`config.mk`:
```
export PLATFORM = sky130hd
export DESIGN_NAME = dm_arbiter
export DESIGN_NICKNAME = d
export VERILOG_FILES = /design/src/rtl/dm_arbiter.sv
export SDC_FILE = /design/constraint.sdc
export NUM_CORES = 1
export LEC_CHECK = 0
export ABC_AREA = 1
export BUFFER_PORTS_ARGS = -buffer_cell sky130_fd_sc_hd__buf_2
export CORE_MARGIN = 10
export CORE_UTILIZATION = 35
export CTS_CLUSTER_SIZE = 20
export DETAILED_ROUTE_END_ITERATION = 8
export HOLD_SLACK_MARGIN = 0.02
export PLACE_DENSITY = 0.65
export SLEW_MARGIN = 0
export SYNTH_ARGS = -nofsm -noshare
export SYNTH_HDL_FRONTEND = slang
export SYNTH_SLANG_ARGS = --single-unit
```
`constraint.sdc`:
```
create_clock -name clk -period 1.58 [get_ports clk]
set_input_delay 0.316 -clock clk [delete_from_list [all_inputs] [get_ports clk]]
set_output_delay 0.316 -clock clk [all_outputs]
set_load 0.02 [all_outputs]
```
`src/rtl/dm_arbiter.sv`:
```
// Two-port data-memory arbiter. It puts requester 0 and requester 1 onto one
// single-port memory, one transaction at a time. Each transaction is one IDLE
// cycle in which it is accepted, followed by one ACCESS cycle.
// Arbitration is round-robin by default.
// Define DM_ARB_FIXED_PRIO_EN to make port 0 always win contention.
module dm_arbiter (
  input  logic        clk,
  input  logic        reset,
  input  logic        req0,
  input  logic        req1,
  input  logic        we0,
  input  logic        we1,
  input  logic [11:0] addr0,
  input  logic [11:0] addr1,
  input  logic [31:0] wdata0,
  input  logic [31:0] wdata1,
  output logic        gnt0,
  output logic        gnt1,
  output logic        rvalid0,
  output logic        rvalid1,
  output logic [31:0] rdata,
  output logic        mem_we,
  output logic [11:0] mem_addr,
  output logic [31:0] mem_wdata,
  input  logic [31:0] mem_rdata
);

  typedef enum logic [0:0] {StIdle, StAccess} state_e;

  state_e      state_q, state_d;
  logic        we_q, we_d;
  logic [11:0] addr_q, addr_d;
  logic [31:0] wdata_q, wdata_d;
  logic        port_q, port_d;      // ID of the requester owning ACCESS
  logic        last_q, last_d;      // port granted most recently
  logic        gnt0_q, gnt0_d;
  logic        gnt1_q, gnt1_d;
  logic        rvalid0_q, rvalid0_d;
  logic        rvalid1_q, rvalid1_d;
  logic [31:0] rdata_q, rdata_d;
  logic        win;                 // 0 = port 0 wins, 1 = port 1 wins

  // Pick the winning port from the current requests.
  always_comb begin
    win = 1'b0;
`ifdef DM_ARB_FIXED_PRIO_EN
    win = ~req0;
`else
    if (req0 && req1) begin
      win = ~last_q;
    end else begin
      win = ~req0;
    end
`endif
  end

  // Next-state: accept a request in IDLE, retire it at the end of ACCESS.
  always_comb begin
    state_d   = state_q;
    we_d      = we_q;
    addr_d    = addr_q;
    wdata_d   = wdata_q;
    port_d    = port_q;
    last_d    = last_q;
    gnt0_d    = 1'b0;
    gnt1_d    = 1'b0;
    rvalid0_d = 1'b0;
    rvalid1_d = 1'b0;
    rdata_d   = rdata_q;
    unique case (state_q)
      StIdle: begin
        if (req0 || req1) begin
          state_d = StAccess;
          port_d  = win;
          last_d  = win;
          we_d    = win ? we1 : we0;
          addr_d  = win ? addr1 : addr0;
          wdata_d = win ? wdata1 : wdata0;
          gnt0_d  = ~win;
          gnt1_d  = win;
        end
      end
      StAccess: begin
        // Requests seen here are ignored; the requester must still be asking in IDLE.
        state_d = StIdle;
        if (!we_q) begin
          rdata_d   = mem_rdata;
          rvalid0_d = ~port_q;
          rvalid1_d = port_q;
        end
      end
      default: state_d = StIdle;
    endcase
  end

  // State and output registers; synchronous reset discards any open transaction.
  always_ff @(posedge clk) begin
    if (reset) begin
      state_q   <= StIdle;
      we_q      <= 1'b0;
      addr_q    <= '0;
      wdata_q   <= '0;
      port_q    <= 1'b0;
      last_q    <= 1'b1;
      gnt0_q    <= 1'b0;
      gnt1_q    <= 1'b0;
      rvalid0_q <= 1'b0;
      rvalid1_q <= 1'b0;
      rdata_q   <= '0;
    end else begin
      state_q   <= state_d;
      we_q      <= we_d;
      addr_q    <= addr_d;
      wdata_q   <= wdata_d;
      port_q    <= port_d;
      last_q    <= last_d;
      gnt0_q    <= gnt0_d;
      gnt1_q    <= gnt1_d;
      rvalid0_q <= rvalid0_d;
      rvalid1_q <= rvalid1_d;
      rdata_q   <= rdata_d;
    end
  end

  // Memory port is quiet outside ACCESS; reset also blocks a write in flight.
  always_comb begin
    mem_we    = (state_q == StAccess) && we_q && !reset;
    mem_addr  = (state_q == StAccess) ? addr_q : 12'h000;
    mem_wdata = (state_q == StAccess) ? wdata_q : 32'h0000_0000;
  end

  assign gnt0    = gnt0_q;
  assign gnt1    = gnt1_q;
  assign rvalid0 = rvalid0_q;
  assign rvalid1 = rvalid1_q;
  assign rdata   = rdata_q;

endmodule

```
==> results of run 1 <==
-- state kept, by name, summed over array words and instances, names as in the netlist --
name	cells
addr_q	12
gnt0	1
gnt1	1
last_q	1
port_q	1
rdata	32
rvalid0	1
rvalid1	1
state_q	1
wdata_q	32
we_q	1
-- cell usage in the layout (no fill, tap or decap) --
master      instances
and3_1              1
buf_12              5
buf_16              1
buf_2             161
buf_4              13
buf_6              44
bufinv_16           4
clkbuf_8           10
clkinv_4            1
clkinvlp_4          2
dfxtp_1            82
dfxtp_2             1
dfxtp_4             1
inv_1              32
inv_2              18
nand2_1            50
nand2_2             2
nand3_1           170
nand3_2            12
nor2_1             67
nor2_2              1
nor2_4              2
nor3_1              2
nor3_4              1
o21ai_0            32
o21ai_4             1
-- critical path, cell delays in order, from the launching register on --
cell and delay, ps:
dfxtp_4 430, buf_12 190, nand2_1 100, inv_1 60, buf_4 130
-- per-layer routing --
| metal | part of all wire | vias up |
|---|---|---|
| met4 | 0.012 | 0 |
| met3 | 0.13 | 10 |
| li1 | - | 2074 |
| met2 | 0.46 | 198 |
| met1 | 0.40 | 1989 |
| met5 | 0 | - |
-- power by group through the flow --
| stage | clock network [mW] | logic (mW) | registers (mW) |
|---|---|---|---|
| floorplan | 0 | 0.536 | 2.53 |
| global placement | 0 | 1.03 | 2.45 |
| detailed placement | 0 | 1.05 | 2.45 |
| CTS | 2.12 | 1.11 | 2.41 |
| global route | 2.21 | 1.25 | 2.44 |
| finish | 2.08 | 1.13 | 2.41 |
-- cell families after synthesis --
family / after synthesis / synth area share
AO/OA/AOI/OAI: 33 / 0.0448
buffers and inverters: 94 / 0.124
flip-flops: 84 / 0.446
AND/OR/NAND/NOR: 307 / 0.385
-- per-stage QoR --
stage	cell area, um^2	setup TNS (ps)	hold WS, ps	instances	util
after floorplan	3770	0	393	518	-
after global placement	4890	-188	457	834	0.470
after detailed placement	4890	-2050	454	834	0.470
after CTS	5410	-109	154	851	0.519
after global routing	5510	-1230	159	852	0.529
final	5510	0	169	852	0.529
-- path summary, 6_finish.rpt --
check	depth (start not counted)	from	to
hold / removal	3	mem_rdata[20]	rdata[20]$_SDFFE_PP0P_
hold reg to reg	1	port_q$_SDFFE_PP0P_	rvalid0$_SDFF_PP0_
setup reg to reg	6	state_q$_SDFF_PP0_	wdata_q[6]$_SDFFE_PP0P_
setup / recovery	4	state_q$_SDFF_PP0_	mem_addr[3]
-- repair_timing --
| item | in CTS | in global routing |
|---|---|---|
| pin swaps | 0 | 1 |
| cloned | 1 | 1 |
| endpoints found under the setup margin | 44 | 80 |
| resized for setup | 75 | 42 |
-- layout make-up --
cell class,instances,area share
Sequential cell,84,0.306
Multi-Input combinational cell,341,0.301
Timing Repair Buffer,224,0.277
Inverter,51,0.0356
Tap cell,136,0.0309
Clock buffer,10,0.0250
Clock inverter,6,0.0245
==> results.json, run 1 <==
{
  "status": "complete, no violations",
  "final-max-slew-violation-count": 0,
  "ys_seq_area_frac": 0.446,
  "tritoncts": "yes",
  "cts_inserted_buffers": 9,
  "num-nets-final": 837,
  "skew_ps": 6.76,
  "drt-total-wl_um": 13800,
  "firstDrtPassIters": 6,
  "setup_violations": 0,
  "regArea_um2": 1690,
  "drc": 0,
  "syn_nets": 644,
  "synth_edf_count": 0,
  "p_seq_frac": 0.429,
  "synth-seq-cells": 84,
  "grt_pass1_wl_um": 21200,
  "power.share.clock": 0.370,
  "die_x_um": 124,
  "slew_headroom": 0.465,
  "multi_input_area_um2": 1660,
  "dieArea_um2": 15300,
  "hold_buffers": 0,
  "io_pins": 207,
  "via_per_inst": 5.01,
  "core_area_um2": 10400,
  "start_kind": "flop",
  "power_switching_mw": 1.60,
  "share_comb_of_total_power": 0.201,
  "cts_setup_buffers": 0,
  "yosysMostFrequentCell": "nand3_1",
  "antenna_found_initial": 0,
  "grt_overflow_total": 0,
  "regToRegSetupSlack_ps": 160,
  "met1_usage": 0.201,
  "syn-cell-area_um2": 3770,
  "n_fill_cell": 1014,
  "yosysTopAreaCell": "dfxtp_1",
  "worstSetupEndpointType": "primary output",
  "hpwl_um": 9700,
  "start_util": 0.362,
  "met3_usage": 0.0719,
  "gp_congestion": 0.812,
  "top_usage_layer": "met2",
  "htreeDepth": 3,
  "synthFlopType": "dfxtp_1",
  "power_leakage_nw": 2.95,
  "grt_setup_unrepaired": "yes",
  "switching_share": 0.286,
  "drtAntennaViolNets": 0,
  "cts.sinks": 84,
  "syn_avg_cell_area_um2": 7.28,
  "track_usage": 0.173,
  "synth-async-reset-ratio": 0,
  "worst_slack_ps": 3.94,
  "antenna_cells": 0,
  "fmax_mhz": 634,
  "clkLatencyLatePin_ps": 360,
  "die_h_um": 124,
  "rows": 37,
  "grt_max_degree": 81,
  "portBuffers": 206,
  "synthDistinctLibCells": 20,
  "fin_crit_sh": 0.998,
  "cp_data_arrival_time_ps": 1260,
  "clkTransAtPathRegs_ps": 90,
  "clockRootBuffer": "clkbuf_8",
  "grt_pass1_vias": 4235,
  "vias": 4271,
  "drt_iter0_drc": 370,
  "drive_gt1_frac": 0.391,
  "wire_per_inst_um": 16.2,
  "finalHoldViolations": 0,
  "drv_cap": 0,
  "met2_usage": 0.280,
  "syn_inst": 518,
  "synth_warnings": 0,
  "worstSetupPathType": "reg -> out",
  "clockBufferDepth": 2,
  "layout_min_cycle_time_ps": 1580,
  "synth_common_cells": "nand3_1, dfxtp_1, nor2_1, nand2_1, inv_1",
  "cp_max_fo": 22,
  "hp-class": "in -> reg",
  "cellPowerDensity_nw_per_um2": 1020,
  "yosys-top-cells-area": "dfxtp_1, nand3_1, nor2_1",
  "syn2layout_area_growth_pct": 46.1,
  "cp.required_ps": 1260,
  "peakVddDrop_v": 0.000753,
  "tightest_slew_ps": 803,
  "yosys.area.top_type_share": 0.446,
  "dp_slack_ps": -108,
  "p_total_mw": 5.62,
  "p_int_mw": 4.01
}
Note: power is estimated with default switching activity, not from simulation.
==> run 2: changes to the inputs <==
--- a/config.mk
+++ b/config.mk
@@ -7,8 +7,8 @@
 export LEC_CHECK = 0
 export ABC_AREA = 1
 export BUFFER_PORTS_ARGS = -buffer_cell sky130_fd_sc_hd__buf_2
-export CORE_MARGIN = 10
 export CORE_UTILIZATION = 35
+export CTS_CLUSTER_DIAMETER = 200
 export CTS_CLUSTER_SIZE = 20
 export DETAILED_ROUTE_END_ITERATION = 8
 export HOLD_SLACK_MARGIN = 0.02
==> constraint.sdc (replaced) <==
create_clock -name clk -period 1.58 [get_ports clk]
set_input_delay 0.237 -clock clk [delete_from_list [all_inputs] [get_ports clk]]
set_output_delay 0.237 -clock clk [all_outputs]
set_load 0.02 [all_outputs]
==> run 2 against run 1 <==
Against the previous run:
- critical path depth stayed put
- critical path type unchanged
- hold slack worse by 77 ps
- combinational power is 9% lower
- first-iteration DRC count is 8.9% lower
- total power is 8.9% lower
==> results.json, run 2 (synthesis results as in run 1) <==
{
  "antenna_found_initial": 0,
  "clockBufferDepth": 2,
  "via_per_inst": 4.90,
  "n_fill_cell": 1057,
  "setup_violations": 0,
  "final_cell_mix": "buf_2, nand3_1, dfxtp_1, nor2_1, nand2_1",
  "io_pins": 207,
  "tightest_slew_ps": 352,
  "worst_slack_ps": 120,
  "final-max-slew-violation-count": 0,
  "cp_max_fo": 18,
  "track_usage": 0.195,
  "slowest_stage": "dfxtp_4",
  "fin_setup_tns_ps": 0,
  "power_switching_mw": 1.48,
  "cts_inserted_buffers": 9,
  "worstSetupEndpointType": "primary output",
  "power.share.clock": 0.328,
  "tritoncts": "yes",
  "antenna_cells": 0,
  "status": "complete, no violations",
  "dpl_cell_area_um2": 4890,
  "drt_iter0_drc": 337,
  "clockRootBuffer": "clkbuf_8",
  "fin_area_um2": 5140,
  "crit_chain": "buf_6 -> nand2_1 -> inv_1 -> buf_2",
  "finalHoldViolations": 0,
  "fmax_mhz": 685,
  "die_h_um": 106,
  "cp_data_arrival_time_ps": 1220,
  "worstSetupPathType": "reg -> out",
  "start_util": 0.364,
  "grt_pass1_wl_um": 17500,
  "peakVddDrop_v": 0.000459,
  "fin_crit_sh": 0.924,
  "p_seq_frac": 0.471,
  "grt_max_degree": 81,
  "mostFrequentLayoutCell": "buf_2",
  "grt_pass1_vias": 3813,
  "core_area_um2": 10400,
  "layout_min_cycle_time_ps": 1460,
  "multi_input_area_um2": 1630,
  "drc": 0,
  "drive_gt1_frac": 0.356,
  "dp_slack_ps": 228,
  "hpwl_um": 7760,
  "switching_share": 0.289,
  "clkTransAtPathRegs_ps": 80,
  "vias": 4162,
  "hp-class": "in -> reg",
  "power_leakage_nw": 2.92,
  "start_kind": "flop",
  "firstDrtPassIters": 7,
  "num-nets-final": 834,
  "regArea_um2": 1690,
  "share_comb_of_total_power": 0.201,
  "drv_cap": 0,
  "htreeDepth": 3,
  "die_x_um": 106,
  "grt_overflow_total": 0,
  "drt-total-wl_um": 11000,
  "dieArea_um2": 11200,
  "hold_buffers": 0,
  "drtAntennaViolNets": 0,
  "crit_family": "flip-flops",
  "wire_per_inst_um": 12.9,
  "grt_setup_unrepaired": "no",
  "skew_ps": 15.0,
  "cellPowerDensity_nw_per_um2": 996,
  "cp.required_ps": 1340,
  "utilization": 0.496,
  "gp_congestion": 0.818,
  "portBuffers": 206,
  "cp.buffers_inverters": 3,
  "rows": 37,
  "p_int_mw": 3.64,
  "clkLatencyLatePin_ps": 350,
  "slew_headroom": 0.765,
  "syn2layout_area_growth_pct": 36.3,
  "cts.sinks": 84,
  "cpPeakStageDelay_ps": 410
}
run 2: changes by cell type in the layout (fill, tap and decap cells not counted), moves of 2 or more:
cell,previous run,this run
nand3_2,12,10
bufinv_16,4,2
inv_2,18,1
nand3_1,170,172
inv_1,32,49
buf_2,161,206
clkbuf_1,0,2
buf_4,13,8
buf_6,44,1
run 2: cell type report:
type,count,area share
multi-input cells,340,0.318
clock buffers,12,0.0282
clock inverters,4,0.0141
inverters,51,0.0382
flip-flops and latches,84,0.328
repair buffers,222,0.241
well taps,136,0.0331
run 2: power by group through the flow:
stage	clock network (mW)	logic, mW	registers (mW)
finish	1.68	1.03	2.41
floorplan	0	0.536	2.53
detailed placement	0	1.03	2.46
CTS	1.73	1.03	2.41
global route	1.83	1.14	2.43
global placement	0	1.01	2.46
run 2: path summary, 6_finish.rpt:
path,start,to,slack [ps],cells after the start
max,state_q$_SDFF_PP0_,mem_wdata[30],120,4
min,reset,rvalid0$_SDFF_PP0_,90,2
max reg2reg,state_q$_SDFF_PP0_,addr_q[8]$_SDFFE_PP0P_,290,6
min reg2reg,port_q$_SDFFE_PP0P_,rvalid0$_SDFF_PP0_,460,1
run 2: timing repair:
action                     in CTS  in global routing
resized for setup               3                  1
pin swaps                       0                  0
setup endpoints to repair      37                 13
hold endpoints to repair        0                  0
buffers inserted                0                  2
run 2: per-stage QoR:
step / hold WS, ps / std cells / power [mW]
after floorplan: 314 / 518 / 3.07
after detailed placement: 455 / 831 / 3.48
after global placement: 449 / 831 / 3.47
after CTS: 71.9 / 847 / 5.17
after global routing: 72.0 / 849 / 5.40
final: 91.9 / 849 / 5.12
run 2: routing by layer:
layer / global-route usage / part of all wire / vias up
li1: - / - / 2066
met1: 0.236 / 0.42 / 1892
met2: 0.326 / 0.47 / 190
met3: 0.0575 / 0.093 / 14
met4: 0.0724 / 0.015 / 0
met5: 0 / 0 / -
==> run 3: changes to the inputs <==
==> constraint.sdc (replaced) <==
create_clock -name clk -period 1.9 [get_ports clk]
set_input_delay 0.285 -clock clk [delete_from_list [all_inputs] [get_ports clk]]
set_output_delay 0.285 -clock clk [all_outputs]
set_load 0.02 [all_outputs]
==> run 3 against run 2 <==
Against the previous run:
- flip-flop and latch count unchanged
- sequential power down 17%
- clock power down 11%
- combinational power down 19%
- first-iteration DRC count down 12%
- global-route usage up 0.43 points
- total power down 15%
- die area unchanged
- non-clock buffer count down 8
- critical path depth up 2
- critical endpoint is now wdata_q[26]$_SDFFE_PP0P_
- largest power group unchanged
- highest routed layer unchanged
==> results.json, run 3 (synthesis results as in run 1) <==
{
  "status": "complete, no violations",
  "portBuffers": 206,
  "regArea_um2": 1680,
  "finalHoldViolations": 0,
  "mostFrequentLayoutCell": "buf_2",
  "grt_overflow_total": 0,
  "p_int_mw": 3.09,
  "track_usage": 0.199,
  "holdWs_ps": 148,
  "die_h_um": 106,
  "worstSetupPathType": "reg -> reg",
  "syn2layout_area_growth_pct": 34.0,
  "hpwl_um": 7710,
  "clockRootBuffer": "clkbuf_8",
  "skew_ps": 5.73,
  "drt-total-wl_um": 11000,
  "multi_input_area_um2": 1630,
  "n_fill_cell": 1055,
  "p_total_mw": 4.33,
  "core_area_um2": 10400,
  "die_x_um": 106,
  "clkLatencyLatePin_ps": 340,
  "power_switching_mw": 1.24,
  "drt_iter0_drc": 298,
  "io_pins": 207,
  "cts.sinks": 84,
  "vias": 4128,
  "final-max-slew-violation-count": 0,
  "worstSetupEndpointType": "flop",
  "grt_pass1_vias": 3869,
  "cp.required_ps": 2190,
  "fmax_mhz": 570,
  "switching_share": 0.287,
  "cp_max_fo": 57,
  "hp-class": "in -> reg",
  "gp_congestion": 0.828,
  "tightest_slew_ps": 1000,
  "fin_crit_sh": 0.924,
  "setup_violations": 0,
  "rows": 37,
  "htreeDepth": 3,
  "final_cell_mix": "buf_2, nand3_1, dfxtp_1, nor2_1, nand2_1",
  "drc": 0,
  "drtAntennaViolNets": 0,
  "slew_headroom": 0.329,
  "via_per_inst": 4.91,
  "dpl_cell_area_um2": 4810,
  "grt_max_degree": 81,
  "drive_gt1_frac": 0.352,
  "clockBufferDepth": 2,
  "firstDrtPassIters": 5,
  "share_comb_of_total_power": 0.191,
  "start_util": 0.364,
  "clkTransAtPathRegs_ps": 80,
  "wire_per_inst_um": 13.1,
  "power_leakage_nw": 2.88,
  "start_kind": "flop",
  "fin_setup_tns_ps": 0,
  "drv_cap": 0,
  "grt_setup_unrepaired": "no",
  "grt_pass1_wl_um": 18000,
  "cts_setup_buffers": 0,
  "num-nets-final": 826,
  "tritoncts": "yes",
  "dieArea_um2": 11200,
  "fin_area_um2": 5050,
  "layout_min_cycle_time_ps": 1760,
  "p_seq_frac": 0.462,
  "cellPowerDensity_nw_per_um2": 858,
  "cts_inserted_buffers": 9,
  "cp_data_arrival_time_ps": 2040,
  "power.share.clock": 0.347,
  "antenna_cells": 0,
  "antenna_found_initial": 0,
  "peakVddDrop_v": 0.000399
}
run 3: cell types whose count changed in the layout (fill, tap and decap cells not counted), sizes merged:
| cell | before | now |
|---|---|---|
| clkinv | 1 | 2 |
| clkbuf | 12 | 9 |
| clkinvlp | 1 | 2 |
| buf | 222 | 214 |
| bufinv | 2 | 3 |
run 3: final timing paths:
kind	depth (start not counted)	slack (ps)	start	end
max	6	140	state_q$_SDFF_PP0_	wdata_q[26]$_SDFFE_PP0P_
min	2	150	reset	rvalid0$_SDFF_PP0_
max reg2reg	6	140	state_q$_SDFF_PP0_	wdata_q[26]$_SDFFE_PP0P_
min reg2reg	1	440	port_q$_SDFFE_PP0P_	rvalid0$_SDFF_PP0_
run 3: area by class of cell:
class / instances / share of cell area
sequential: 84 / 0.333
tap: 136 / 0.0337
clock buffer: 9 / 0.0245
clock inverter: 7 / 0.0228
multi-input combinational: 340 / 0.323
inverter: 51 / 0.0389
timing repair buffer: 214 / 0.224
run 3: what timing repair did:
action | 4_1_cts | 5_1_grt
gates resized for setup | 0 | 1
hold buffers | 0 | 0
endpoints found under the setup margin | 0 | 22
run 3: worst max-delay path, cell delays in order (launching register included):
cell and delay (ps):
dfxtp_2 350, inv_6 80, nand2_2 70, nor2_4 580
buf_12 330, nand3_1 120, nand3_1 110
run 3: power groups by stage:
stage,combinational [mW],clock (mW),sequential (mW)
detailed placement,0.833,0,2.04
global route,0.915,1.62,2.02
finish,0.830,1.50,2.00
floorplan,0.446,0,2.11
global placement,0.819,0,2.03
CTS,0.835,1.55,2.00
run 3: metrics by stage:
step / util / instances / setup slack (ps)
floorplan: - / 518 / 684
global placement: 0.464 / 825 / 156
detailed placement: 0.464 / 825 / 105
CTS: 0.487 / 841 / 37.7
global route: 0.487 / 841 / 19.7
finish: 0.487 / 841 / 145
run 3: layer usage:
metal | track usage | up-vias | routed length, um
met3 | 0.0557 | 10 | 1010
met1 | 0.244 | 1886 | 4770
met4 | 0.0784 | 0 | 127
li1 | - | 2052 | -
met5 | 0 | - | 0
met2 | 0.330 | 180 | 5100
